File: config.mk
export PLATFORM = sky130hd
export DESIGN_NAME = fx_mac_seq_flat
export DESIGN_NICKNAME = d
export VERILOG_FILES = /design/src/rtl/fx_mac_pkg.sv /design/src/rtl/fx_mac_seq_if.sv /design/src/rtl/fx_mac_agen.sv /design/src/rtl/fx_mac_seq.sv /design/src/flat_wrapper.sv
export SDC_FILE = /design/constraint.sdc
export NUM_CORES = 1
export LEC_CHECK = 0
export BUFFER_PORTS_ARGS = -buffer_cell sky130_fd_sc_hd__buf_4
export CORE_MARGIN = 5
export CORE_UTILIZATION = 25
export DETAILED_ROUTE_END_ITERATION = 6
export HOLD_SLACK_MARGIN = 0.12
export SLEW_MARGIN = 30
export SYNTH_ARGS = -nofsm -noshare
export SYNTH_HDL_FRONTEND = slang
export SYNTH_SLANG_ARGS = --single-unit
File: constraint.sdc
create_clock -name clk -period 2.4 [get_ports clk]
set_input_delay 0.24 -clock clk [delete_from_list [all_inputs] [get_ports clk]]
set_output_delay 0.24 -clock clk [all_outputs]
set_load 0.1 [all_outputs]
File: src/rtl/fx_mac_pkg.sv
// Shared types and defaults for the MAC sequencer slice.
package fx_mac_pkg;

    typedef enum logic [2:0] {
        ST_IDLE,
        ST_FEED,
        ST_WAIT,
        ST_WRITE,
        ST_GAP,
        ST_DONE
    } state_t;

    localparam int DEF_WIDTH   = 8;
    localparam int DEF_K       = 9;
    localparam int DEF_AW      = 10;
    localparam int DEF_CW      = 8;
    localparam int DEF_GAP     = 6;
    localparam int DEF_TIMEOUT = 32;

    // Depth of the MAC's valid history; fewer idle cycles would not clear its accumulator.
    localparam int VLD_HIST = 5;

    function automatic int gap_cycles(input int gap);
        return (gap < VLD_HIST) ? VLD_HIST : gap;
    endfunction

endpackage

File: src/rtl/fx_mac_seq_if.sv
// Buffer read/write and MAC operand/result signals between the sequencer and its datapath.
interface fx_mac_seq_if #(
    parameter int WIDTH = 8,
    parameter int AW    = 10
);
    logic             w_ren;
    logic             d_ren;
    logic [AW-1:0]    w_addr;
    logic [AW-1:0]    d_addr;
    logic [WIDTH-1:0] w_rdata;
    logic [WIDTH-1:0] d_rdata;
    logic [WIDTH-1:0] mac_win;
    logic [WIDTH-1:0] mac_din;
    logic             mac_vld;
    logic [WIDTH-1:0] mac_acc;
    logic             mac_vld_o;
    logic             o_we;
    logic [AW-1:0]    o_addr;
    logic [WIDTH-1:0] o_wdata;

    modport master (
        output w_ren, d_ren, w_addr, d_addr, mac_win, mac_din, mac_vld,
               o_we, o_addr, o_wdata,
        input  w_rdata, d_rdata, mac_acc, mac_vld_o
    );

    modport slave (
        input  w_ren, d_ren, w_addr, d_addr, mac_win, mac_din, mac_vld,
               o_we, o_addr, o_wdata,
        output w_rdata, d_rdata, mac_acc, mac_vld_o
    );
endinterface

File: src/rtl/fx_mac_agen.sv
// Tap/window counters and the weight, data and output address adders.
module fx_mac_agen #(
    parameter int K  = 9,
    parameter int AW = 10,
    parameter int CW = 8
) (
    input  logic          clk,
    input  logic          rst,
    input  logic          clr,
    input  logic          k_step,
    input  logic          j_step,
    input  logic [AW-1:0] w_base,
    input  logic [AW-1:0] d_base,
    input  logic [AW-1:0] o_base,
    input  logic [AW-1:0] d_stride,
    input  logic [CW-1:0] n,
    output logic [AW-1:0] w_addr,
    output logic [AW-1:0] d_addr,
    output logic [AW-1:0] o_addr,
    output logic          k_last,
    output logic          j_last
);
    localparam int KW = (K > 1) ? $clog2(K) : 1;

    logic [KW-1:0] k_q;
    logic [CW-1:0] j_q;
    logic [AW-1:0] row_q;

    // row_q tracks j*stride incrementally so no multiplier is needed.
    always_ff @(posedge clk) begin
        if (rst || clr) begin
            k_q   <= '0;
            j_q   <= '0;
            row_q <= '0;
        end else if (j_step) begin
            k_q   <= '0;
            j_q   <= j_q + CW'(1);
            row_q <= row_q + d_stride;
        end else if (k_step) begin
            k_q <= k_q + KW'(1);
        end
    end

    assign k_last = (k_q == KW'(K - 1));
    assign j_last = (j_q == n - CW'(1));
    assign w_addr = w_base + AW'(k_q);
    assign d_addr = d_base + row_q + AW'(k_q);
    assign o_addr = o_base + AW'(j_q);

endmodule

File: src/rtl/fx_mac_seq.sv
// Streams K-tap windows into the MAC and writes one result per window to the output buffer.
//
//  state | meaning
//  IDLE  | waiting for start
//  FEED  | K cycles of weight/data reads
//  WAIT  | waiting for mac_vld_o, bounded by TIMEOUT
//  WRITE | one output buffer write of the captured result
//  GAP   | idle cycles so the MAC accumulator clears
//  DONE  | one-cycle done pulse
module fx_mac_seq
    import fx_mac_pkg::*;
#(
    parameter int WIDTH   = DEF_WIDTH,
    parameter int K       = DEF_K,
    parameter int AW      = DEF_AW,
    parameter int CW      = DEF_CW,
    parameter int GAP     = DEF_GAP,
    parameter int TIMEOUT = DEF_TIMEOUT
) (
    input  logic          clk,
    input  logic          rst,
    input  logic          start,
    input  logic [AW-1:0] cfg_w_base,
    input  logic [AW-1:0] cfg_d_base,
    input  logic [AW-1:0] cfg_o_base,
    input  logic [AW-1:0] cfg_d_stride,
    input  logic [CW-1:0] cfg_n,
    output logic          busy,
    output logic          done,
    output logic          err,
    fx_mac_seq_if.master  bus
);
    localparam int GAP_C = gap_cycles(GAP);
    localparam int TMAX  = (TIMEOUT > GAP_C) ? TIMEOUT : GAP_C;
    localparam int TW    = $clog2(TMAX + 1);

    state_t           state_q, state_d;
    logic [AW-1:0]    w_base_q, d_base_q, o_base_q, stride_q;
    logic [CW-1:0]    n_q;
    logic [TW-1:0]    tmr_q;
    logic             err_q;
    logic             vld_q;
    logic [WIDTH-1:0] res_q;

    logic             accept, feed, wr;
    logic             k_step, j_step, ld_wait, ld_gap, timeout, capture;
    logic             k_last, j_last, tmr_zero;
    logic [AW-1:0]    w_addr_a, d_addr_a, o_addr_a;

    assign accept   = (state_q == ST_IDLE) && start;
    assign tmr_zero = (tmr_q == '0);

    always_ff @(posedge clk) begin
        if (rst) state_q <= ST_IDLE;
        else     state_q <= state_d;
    end

    always_comb begin
        state_d = state_q;
        k_step  = 1'b0;
        j_step  = 1'b0;
        ld_wait = 1'b0;
        ld_gap  = 1'b0;
        timeout = 1'b0;
        capture = 1'b0;
        case (state_q)
            ST_IDLE:  if (start) state_d = (cfg_n == '0) ? ST_DONE : ST_FEED;
            ST_FEED: begin
                if (k_last) begin
                    state_d = ST_WAIT;
                    ld_wait = 1'b1;
                end else begin
                    k_step = 1'b1;
                end
            end
            ST_WAIT: begin
                if (bus.mac_vld_o) begin
                    capture = 1'b1;
                    state_d = ST_WRITE;
                end else if (tmr_zero) begin
                    timeout = 1'b1;
                    state_d = ST_DONE;
                end
            end
            ST_WRITE: begin
                state_d = ST_GAP;
                ld_gap  = 1'b1;
            end
            ST_GAP: begin
                if (tmr_zero) begin
                    if (j_last) begin
                        state_d = ST_DONE;
                    end else begin
                        j_step  = 1'b1;
                        state_d = ST_FEED;
                    end
                end
            end
            ST_DONE:  state_d = ST_IDLE;
            default:  state_d = ST_IDLE;
        endcase
    end

    // One down-counter serves both the WAIT timeout and the GAP length.
    always_ff @(posedge clk) begin
        if (rst)               tmr_q <= '0;
        else if (ld_wait)      tmr_q <= TW'(TIMEOUT - 1);
        else if (ld_gap)       tmr_q <= TW'(GAP_C - 1);
        else if (!tmr_zero)    tmr_q <= tmr_q - TW'(1);
    end

    always_ff @(posedge clk) begin
        if (rst) begin
            w_base_q <= '0;
            d_base_q <= '0;
            o_base_q <= '0;
            stride_q <= '0;
            n_q      <= '0;
            err_q    <= 1'b0;
            vld_q    <= 1'b0;
            res_q    <= '0;
        end else begin
            if (accept) begin
                w_base_q <= cfg_w_base;
                d_base_q <= cfg_d_base;
                o_base_q <= cfg_o_base;
                stride_q <= cfg_d_stride;
                n_q      <= cfg_n;
                err_q    <= 1'b0;
            end else if (timeout) begin
                err_q <= 1'b1;
            end
            vld_q <= feed;
            if (capture) res_q <= bus.mac_acc;
        end
    end

    fx_mac_agen #(.K(K), .AW(AW), .CW(CW)) u_agen (
        .clk      (clk),
        .rst      (rst),
        .clr      (accept),
        .k_step   (k_step),
        .j_step   (j_step),
        .w_base   (w_base_q),
        .d_base   (d_base_q),
        .o_base   (o_base_q),
        .d_stride (stride_q),
        .n        (n_q),
        .w_addr   (w_addr_a),
        .d_addr   (d_addr_a),
        .o_addr   (o_addr_a),
        .k_last   (k_last),
        .j_last   (j_last)
    );

    assign feed = (state_q == ST_FEED);
    assign wr   = (state_q == ST_WRITE);

    assign busy = (state_q != ST_IDLE);
    assign done = (state_q == ST_DONE);
    assign err  = err_q;

    // Address and data outputs are held at zero when not qualified.
    assign bus.w_ren   = feed;
    assign bus.d_ren   = feed;
    assign bus.w_addr  = feed ? w_addr_a : '0;
    assign bus.d_addr  = feed ? d_addr_a : '0;
    assign bus.mac_vld = vld_q;
    assign bus.mac_win = vld_q ? bus.w_rdata : '0;
    assign bus.mac_din = vld_q ? bus.d_rdata : '0;
    assign bus.o_we    = wr;
    assign bus.o_addr  = wr ? o_addr_a : '0;
    assign bus.o_wdata = wr ? res_q : '0;

endmodule
File: src/flat_wrapper.sv
// flat-port wrapper written by rule: the top's interface ports become plain ports
module fx_mac_seq_flat import fx_mac_pkg::*;
#(
    parameter int WIDTH   = DEF_WIDTH,
    parameter int K       = DEF_K,
    parameter int AW      = DEF_AW,
    parameter int CW      = DEF_CW,
    parameter int GAP     = DEF_GAP,
    parameter int TIMEOUT = DEF_TIMEOUT
)
  (clk, rst, start, cfg_w_base, cfg_d_base, cfg_o_base, cfg_d_stride, cfg_n, busy, done, err, bus_w_ren, bus_d_ren, bus_w_addr, bus_d_addr, bus_mac_win, bus_mac_din, bus_mac_vld, bus_o_we, bus_o_addr, bus_o_wdata, bus_w_rdata, bus_d_rdata, bus_mac_acc, bus_mac_vld_o);
  fx_mac_seq_if #(.WIDTH(WIDTH), .AW(AW)) bus_i ();
  input  logic clk;
  input  logic rst;
  input  logic start;
  input  logic [AW-1:0] cfg_w_base;
  input  logic [AW-1:0] cfg_d_base;
  input  logic [AW-1:0] cfg_o_base;
  input  logic [AW-1:0] cfg_d_stride;
  input  logic [CW-1:0] cfg_n;
  output logic busy;
  output logic done;
  output logic err;
  output wire logic [$bits(bus_i.w_ren)-1:0] bus_w_ren;
  output wire logic [$bits(bus_i.d_ren)-1:0] bus_d_ren;
  output wire logic [$bits(bus_i.w_addr)-1:0] bus_w_addr;
  output wire logic [$bits(bus_i.d_addr)-1:0] bus_d_addr;
  output wire logic [$bits(bus_i.mac_win)-1:0] bus_mac_win;
  output wire logic [$bits(bus_i.mac_din)-1:0] bus_mac_din;
  output wire logic [$bits(bus_i.mac_vld)-1:0] bus_mac_vld;
  output wire logic [$bits(bus_i.o_we)-1:0] bus_o_we;
  output wire logic [$bits(bus_i.o_addr)-1:0] bus_o_addr;
  output wire logic [$bits(bus_i.o_wdata)-1:0] bus_o_wdata;
  input wire logic [$bits(bus_i.w_rdata)-1:0] bus_w_rdata;
  input wire logic [$bits(bus_i.d_rdata)-1:0] bus_d_rdata;
  input wire logic [$bits(bus_i.mac_acc)-1:0] bus_mac_acc;
  input wire logic [$bits(bus_i.mac_vld_o)-1:0] bus_mac_vld_o;
  assign bus_w_ren = bus_i.w_ren;
  assign bus_d_ren = bus_i.d_ren;
  assign bus_w_addr = bus_i.w_addr;
  assign bus_d_addr = bus_i.d_addr;
  assign bus_mac_win = bus_i.mac_win;
  assign bus_mac_din = bus_i.mac_din;
  assign bus_mac_vld = bus_i.mac_vld;
  assign bus_o_we = bus_i.o_we;
  assign bus_o_addr = bus_i.o_addr;
  assign bus_o_wdata = bus_i.o_wdata;
  assign bus_i.w_rdata = bus_w_rdata;
  assign bus_i.d_rdata = bus_d_rdata;
  assign bus_i.mac_acc = bus_mac_acc;
  assign bus_i.mac_vld_o = bus_mac_vld_o;
  fx_mac_seq #(.WIDTH(WIDTH), .K(K), .AW(AW), .CW(CW), .GAP(GAP), .TIMEOUT(TIMEOUT)) u_core (.clk(clk), .rst(rst), .start(start), .cfg_w_base(cfg_w_base), .cfg_d_base(cfg_d_base), .cfg_o_base(cfg_o_base), .cfg_d_stride(cfg_d_stride), .cfg_n(cfg_n), .busy(busy), .done(done), .err(err), .bus(bus_i));
endmodule
==> impl_metrics.yaml, run 1 <==
clock_tree:
  ctsLongestPathBuffers: 2
  clk_pin_slew_ns: 0.07
  cts_root_buffer: "clkbuf_16"
  numClockSinks: 89
  cts_tree: "yes"
  worstSkewPairLatency_ns: 0.35
  cts_max_level: 3
  numCtsBuffers: 9
layout:
  antenna_cells: 0
  final_util_pct: 40.11
  fillCellCount: 2119
  drive_gt1_share_pct: 40.77
  finish.instance_area_um2: 8458
  nets: 979
  area_delta_synth_final_pct: 57.76
setup_path:
  regToRegSetupSlack_ns: -0.03
  cp_data_required_time_ns: 2.16
  setup.worst_path.end_class: "output pin"
  r2r_start: "u_core.n_q[2]$_SDFFE_PP0P_"
  worstPathArrival_ns: 3.00
  path_max_fanout: 2
  path_cells: "fa_1 -> ha_2 -> inv_2 -> fa_2 -> nor2b_4 -> o21ai_2 -> a21oi_2 -> o21ai_2 -> a21oi_2 -> xnor2_2 -> nor2_4 -> buf_12"
  max_stage_delay_ns: 0.54
  path_class: "register to output pin"
  ff2ff_path_depth: 6
  critPathSlowestCell: "fa_1"
  critPathLaunchType: "register"
  crit-reg2reg-capture: "u_core.u_agen.k_q[2]$_SDFFE_PP0P_"
sta:
  finalMaxSlewViolations: 0
  max_freq_ghz: 0.3085
  worst_pin_slew_ns: 0.7091
  fin_setup_tns_ns: -5.956
  setup_viol: 20
  finalHoldViolCount: 0
  rsz0062_at_grt: "yes"
  finalClockSkew_ns: 0.007903
  fin_crit_sh_pct: 135.1
  finalCriticalPeriod_ns: 3.241
  relSlewSlack_pct: 52.73
  fin_ws_ns: -0.8414
synthesis:
  synth-adder-area-share_pct: 12.09
  synth_edf_count: 0
  ys_async_sr_fraction_pct: 0
  synth.area.top_cells: "dfxtp_1, ha_1, nand2_1"
  synthSimpleGateAreaFrac_pct: 25.25
  seq_area_frac_synth_pct: 33.23
  synth_top_family_by_area: "simple AND/OR/NAND/NOR gates"
  ys_ff_latch: 89
  synth_mux_area_share_pct: 3.757
  dominantRegCellSynth: "dfxtp_1"
  synth_largest_area_cell: "dfxtp_1"
  yosysTopAreaCellShare_pct: 33.23
  synth_common_cells: "nand2_1, dfxtp_1, a21oi_1"
  synth_compound_area_share_pct: 13.72
  synth_cells: 666
  synth-xor-area-share_pct: 7.678
  netlist-cell-type-count: 55
  synth_most_common_cell: "nand2_1"
  synth_area_um2: 5361
  syn_nets: 789
  synth_area_per_cell_um2: 8.050
  ys_warn_count: 0
routing:
  antenna_left: 0
  wl_per_cell_um: 14.31
  met2WireLength_um: 7978
  drcViolationCount: 0
  firstDrtPassIters: 5
  drt_iter0_drc: 184
  wl_met1_um: 7502
  vias_per_cell: 4.502
  routed_wl_um: 16250
  detailroute.via_count: 5114
  routed.top_layer: "met4"
  dr_wl_met3_um: 470
global_routing:
  grt.total_usage_pct: 13.07
  grt_pass1_wl_um: 25760
  gr-total-overflow: 0
  grt_max_degree: 53
  grt_pass1_vias: 5154
  antenna_found_initial: 0
worst_hold_path:
  worstHoldStart: "bus_mac_acc[4]"
  hold_class: "primary input to register"
  holdPathStages: 3
  hold_end: "u_core.res_q[4]$_SDFFE_PP0P_"
floorplanning:
  core-area_um2: 21090
  floorplan.initialDensity_pct: 25.42
  io_pins: 137
  num_rows: 53
  die_h_um: 156.4
  die_w_um: 156.4
  die_area_um2: 24480
placement:
  hpwl_um: 11570
  gp_congestion: 0.7954
  place_ws_ns: -0.6606
  placed_area_um2: 7247
  io_buffers: 136
run_status:
  run_status: "finished, violations left"
  violations: "setup timing"
power_and_ir_drop:
  ir_worst_vdd_mv: 0.3821
  pwr_density_cell_nw_per_um2: 797.1
  p_leak_nw: 3.492
  finalPower_mw: 6.742
flow_run:
  maxCapViolations: 0
==> state kept, by name (all words and copies together), names as in the netlist <==
name,cells
u_core.d_base_q,10
u_core.u_agen.k_q,4
u_core.stride_q,10
u_core.tmr_q,6
u_core.err,1
u_core.o_base_q,10
u_core.n_q,8
u_core.u_agen.row_q,10
u_core.state_q,3
u_core.u_agen.j_q,8
u_core.w_base_q,10
u_core.bus.mac_vld,1
u_core.res_q,8
==> placed cells by master, fill, tap and decap left out, types with 19 or more instances in the layout <==
| cell type | n |
|---|---|
| buf_4 | 171 |
| ha_1 | 32 |
| nor2_4 | 20 |
| a21oi_1 | 63 |
| xnor2_1 | 19 |
| nand2_1 | 110 |
| nor2_1 | 46 |
| inv_1 | 19 |
| buf_12 | 23 |
| dfxtp_1 | 77 |
==> worst max path at each step <==
| stage | depth (start not counted) | startpoint | endpoint |
|---|---|---|---|
| final | 12 | u_core.d_base_q[1]$_SDFFE_PP0P_ | bus_d_addr[9] |
| after global routing | 12 | u_core.d_base_q[1]$_SDFFE_PP0P_ | bus_d_addr[9] |
| after CTS | 12 | u_core.d_base_q[1]$_SDFFE_PP0P_ | bus_d_addr[9] |
| after detailed placement | 12 | u_core.d_base_q[1]$_SDFFE_PP0P_ | bus_d_addr[9] |
| after global placement | 12 | u_core.d_base_q[1]$_SDFFE_PP0P_ | bus_d_addr[9] |
| after floorplan | 11 | u_core.d_base_q[1]$_SDFFE_PP0P_ | bus_d_addr[9] |
==> metrics by stage <==
step / hold WS, ns / cells
2_1_floorplan: 0.3684 / 666
3_3_place_gp: 0.4466 / 1095
3_5_place_dp: 0.4528 / 1095
4_1_cts: 0.1205 / 1131
5_1_grt: 0.1237 / 1136
6_report: 0.1297 / 1136
==> report_power, final <==
group          internal (mW)  leakage (nW)  switching, mW
clock                  0.840         0.143          0.625
sequential              1.71         0.732          0.209
combinational           1.16          2.62           2.20
total                   3.71          3.49           3.03
==> routing by layer <==
| layer | global-route usage [%] | vias up |
|---|---|---|
| li1 | - | 2618 |
| met1 | 16.45 | 2400 |
| met2 | 22.53 | 77 |
| met3 | 2.240 | 19 |
| met4 | 4.628 | 0 |
| met5 | 0 | - |
==> kinds of logic after synthesis <==
group | count (synthesis)
AND/OR/NAND/NOR | 288
AO/OA/AOI/OAI | 120
flip-flops | 89
buffers and inverters | 55
XOR/XNOR | 47
adder cells (fa/ha/maj) | 47
multiplexers | 20
==> what timing repair did <==
action                     CTS  global route
cloned                       1             0
hold endpoints to repair     5             0
setup endpoints to repair   54            56
hold buffers                 5             0
buffers inserted            15            11
pin swaps                   52            39
gates resized for setup    122            42
==> cell type report <==
cell class	instances	area [µm²]	area share [%]
Clock buffer	12	246.5	2.914
Clock inverter	4	51.30	0.6065
Inverter	24	97.59	1.154
Multi-Input combinational cell	522	3999	47.28
Sequential cell	89	1802	21.30
Tap cell	275	344.1	4.068
Timing Repair Buffer	210	1918	22.68
==> critical path: cells and delay by family (launching register included) <==
family / cells / cell delay (ns)
AOI/OAI and AO/OA: 4 / 0.58
xor gates and xnor gates: 1 / 0.13
adders and majority gates: 3 / 1.09
buffers and inverters: 2 / 0.23
DFF: 1 / 0.33
and+or+nand+nor: 2 / 0.28
No activity file was read; power rests on OpenSTA's default activity.
==> run 2, diff against run 1 <==
ABC_AREA = 1   (was unset)
SYNTH_HIERARCHICAL = 1   (was unset)
clock period = 2.7 ns   (was 2.4 ns; I/O delays follow)
==> run 2 against run 1 <==
Effect of this change: the run still ends with setup timing left; via count is 12% higher; clock power is 17% lower; power is 15% lower; final cell count is 14% higher; register-to-register slack better by 0.35 ns; clock skew is 0.0020 ns higher; global-route usage is 0.94 points lower; utilization is 6.1 points lower; non-clock buffer count is 55 lower; largest cell class unchanged.
==> impl_metrics.yaml, run 2 <==
sta:
  setup_viol: 5
  finalCriticalPeriod_ns: 2.838
  finalHoldViolCount: 0
  finalClockSkew_ns: 0.009909
  rsz0062_at_grt: "yes"
  finalMaxSlewViolations: 0
  relSlewSlack_pct: 54.53
  fin_crit_sh_pct: 105.1
  fin_ws_ns: -0.1380
  max_freq_ghz: 0.3524
  worst_pin_slew_ns: 0.6820
power_and_ir_drop:
  ir_worst_vdd_mv: 0.3660
  sequentialPowerShare_pct: 30.2
  swShare_pct: 47.83
  p_leak_nw: 3.779
  pwr_density_cell_nw_per_um2: 740.2
  p_clk_share_pct: 21.1
  internal_power_mw: 2.987
  power_frac_comb_pct: 48.7
  finalPower_mw: 5.725
  p_switching_mw: 2.738
layout:
  final_common_cell: "nand2_1"
  mostFrequentLayoutCells: "nand2_1, buf_4, inv_1, a21oi_1, dfxtp_1"
  area_delta_synth_final_pct: 33.41
  multi_input_area_um2: 3551
  drive_gt1_share_pct: 24.93
  antenna_cells: 0
  finish.instance_area_um2: 7734
  nets: 1127
  seqCellArea_um2: 1792
  fillCellCount: 2456
floorplanning:
  die_area_um2: 26330
  die_w_um: 162.3
  io_pins: 137
  die_h_um: 162.3
  core-area_um2: 22710
  floorplan.initialDensity_pct: 25.53
  num_rows: 55
synthesis:
  synth_edf_count: 0
  synth.area.top_cells: "dfxtp_1, nand2_1, ha_1"
  yosysTopAreaCellShare_pct: 30.74
  synth_largest_area_cell: "dfxtp_1"
  synth_area_um2: 5797
  synth_common_cells: "nand2_1, inv_1, nor2_1"
  ys_warn_count: 6
  synth_most_common_cell: "nand2_1"
  syn_nets: 989
  synth_cells: 865
  ys_async_sr_fraction_pct: 0
  dominantRegCellSynth: "dfxtp_1"
  ys_ff_latch: 89
  synth_area_per_cell_um2: 6.702
  seq_area_frac_synth_pct: 30.74
  netlist-cell-type-count: 35
global_routing:
  antenna_found_initial: 0
  grt_pass1_vias: 5401
  grt_max_degree: 58
  grt_pass1_wl_um: 26100
  gr-total-overflow: 0
  grt.total_usage_pct: 12.13
routing:
  drcViolationCount: 0
  wl_per_cell_um: 12.71
  detailroute.via_count: 5728
  firstDrtPassIters: 4
  routed_wl_um: 16420
  drt_iter0_drc: 247
  vias_per_cell: 4.433
  antenna_left: 0
flow_run:
  maxCapViolations: 0
clock_tree:
  clk_pin_slew_ns: 0.07
  cts_tree: "yes"
  cts_root_buffer: "clkbuf_16"
  worstSkewPairLatency_ns: 0.35
  cts_hold_buf: 0
  ctsLongestPathBuffers: 2
  numCtsBuffers: 9
  cts_max_level: 3
  numClockSinks: 89
run_status:
  violations: "setup timing"
  run_status: "finished, violations left"
setup_path:
  r2r_start: "u_core/n_q[1]$_SDFFE_PP0P_"
  crit_start: "u_core/d_base_q[1]$_SDFFE_PP0P_"
  worstPathArrival_ns: 2.57
  max_stage_delay_ns: 0.47
  critPathLaunchType: "register"
  path_class: "register to output pin"
  path_cells: "fa_1 -> ha_2 -> fa_2 -> nand3_2 -> nand2_2 -> a21oi_1 -> xnor2_1 -> inv_1 -> nor2_4 -> buf_12"
  path_max_fanout: 3
  critPathSlowestCell: "fa_1"
  cp_data_required_time_ns: 2.43
  setup.worst_path.end_class: "output pin"
placement:
  io_buffers: 136
  placed_area_um2: 7233
  gp_congestion: 0.8524
  hpwl_um: 12540
worst_hold_path:
  hold_class: "primary input to register"
  worstHoldStart: "cfg_w_base[1]"
-- run 2: changes by cell type after synthesis, sizes merged, moves of 11 or more --
cell,before,now
nand2,114,240
a21oi,71,88
nor2,67,105
nand3,7,47
buf,5,18
xnor2,25,10
inv,24,130
mux2i,19,0
clkbuf,26,10
and2,31,0
nor2b,11,0
o21ai,11,23
-- run 2: power groups by stage --
stage / Sequential [mW] / Combinational, mW / Clock, mW
floorplan: 1.72 / 2.19 / 0
global placement: 1.74 / 2.73 / 0
detailed placement: 1.75 / 2.75 / 0
CTS: 1.72 / 2.80 / 1.26
global route: 1.76 / 3.06 / 1.31
finish: 1.73 / 2.79 / 1.21
-- run 2: timing repair --
action | CTS | global route
pin swaps | 2 | 9
setup endpoints to repair | 7 | 13
cloned | 0 | 0
resized for setup | 28 | 23
buffers inserted | 0 | 2
-- run 2: logic make-up after synthesis --
group	after synthesis	synth area share [%]
AO/OA/AOI/OAI	119	10.75
XOR/XNOR	36	5.439
adder cells (fa/ha/maj)	48	11.40
buffers and inverters	158	11.31
flip-flops	89	30.74
AND/OR/NAND/NOR	415	30.37
-- run 2: worst paths after layout --
kind | endpoint | slack, ns | cells after the start
max | bus_d_addr[7] | -0.14 | 10
max reg2reg | u_core/u_agen/k_q[2]$_SDFFE_PP0P_ | 0.32 | 17
min reg2reg | u_core/res_q[6]$_SDFFE_PP0P_ | 0.46 | 2
min | u_core/w_base_q[1]$_SDFFE_PP0P_ | 0.18 | 3
-- run 2: cell type report --
class / instances / area share [%]
clock inverters: 5 / 0.5177
repair buffers: 155 / 16.39
inverters: 130 / 6.310
well taps: 285 / 4.611
clock buffers: 10 / 3.090
flip-flops and latches: 89 / 23.17
multi-input cells: 618 / 45.91
-- run 2: per-layer routing --
metal / up-vias / share of wire [%] / GRT usage, %
li1: 2980 / - / -
met1: 2613 / 46 / 15.68
met2: 127 / 46 / 20.58
met3: 8 / 6.7 / 2.994
met4: 0 / 0.87 / 2.537
met5: - / 0 / 0
-- run 2: worst max-delay path: cells and delay by family, from the launching register on --
family | cells | cell delay, ns
adder cells (fa/ha/maj) | 3 | 1.02
flip-flops | 1 | 0.33
AND/OR/NAND/NOR | 3 | 0.28
AO/OA/AOI/OAI | 1 | 0.17
buffers and inverters | 2 | 0.27
XOR/XNOR | 1 | 0.14
-- run 2: per-stage QoR --
step	util (%)	worst slack [ns]	setup TNS, ns	hold WS (ns)	instances
finish	34.06	-0.1380	-0.2851	0.1792	1292
global route	34.06	-0.2348	-1.031	0.1693	1292
CTS	33.56	-0.1493	-0.4024	0.1643	1290
detailed placement	31.85	0.02991	0	0.4509	1275
global placement	31.85	0.04160	0	0.4407	1275
floorplan	-	-0.3585	-1.390	0.4129	865
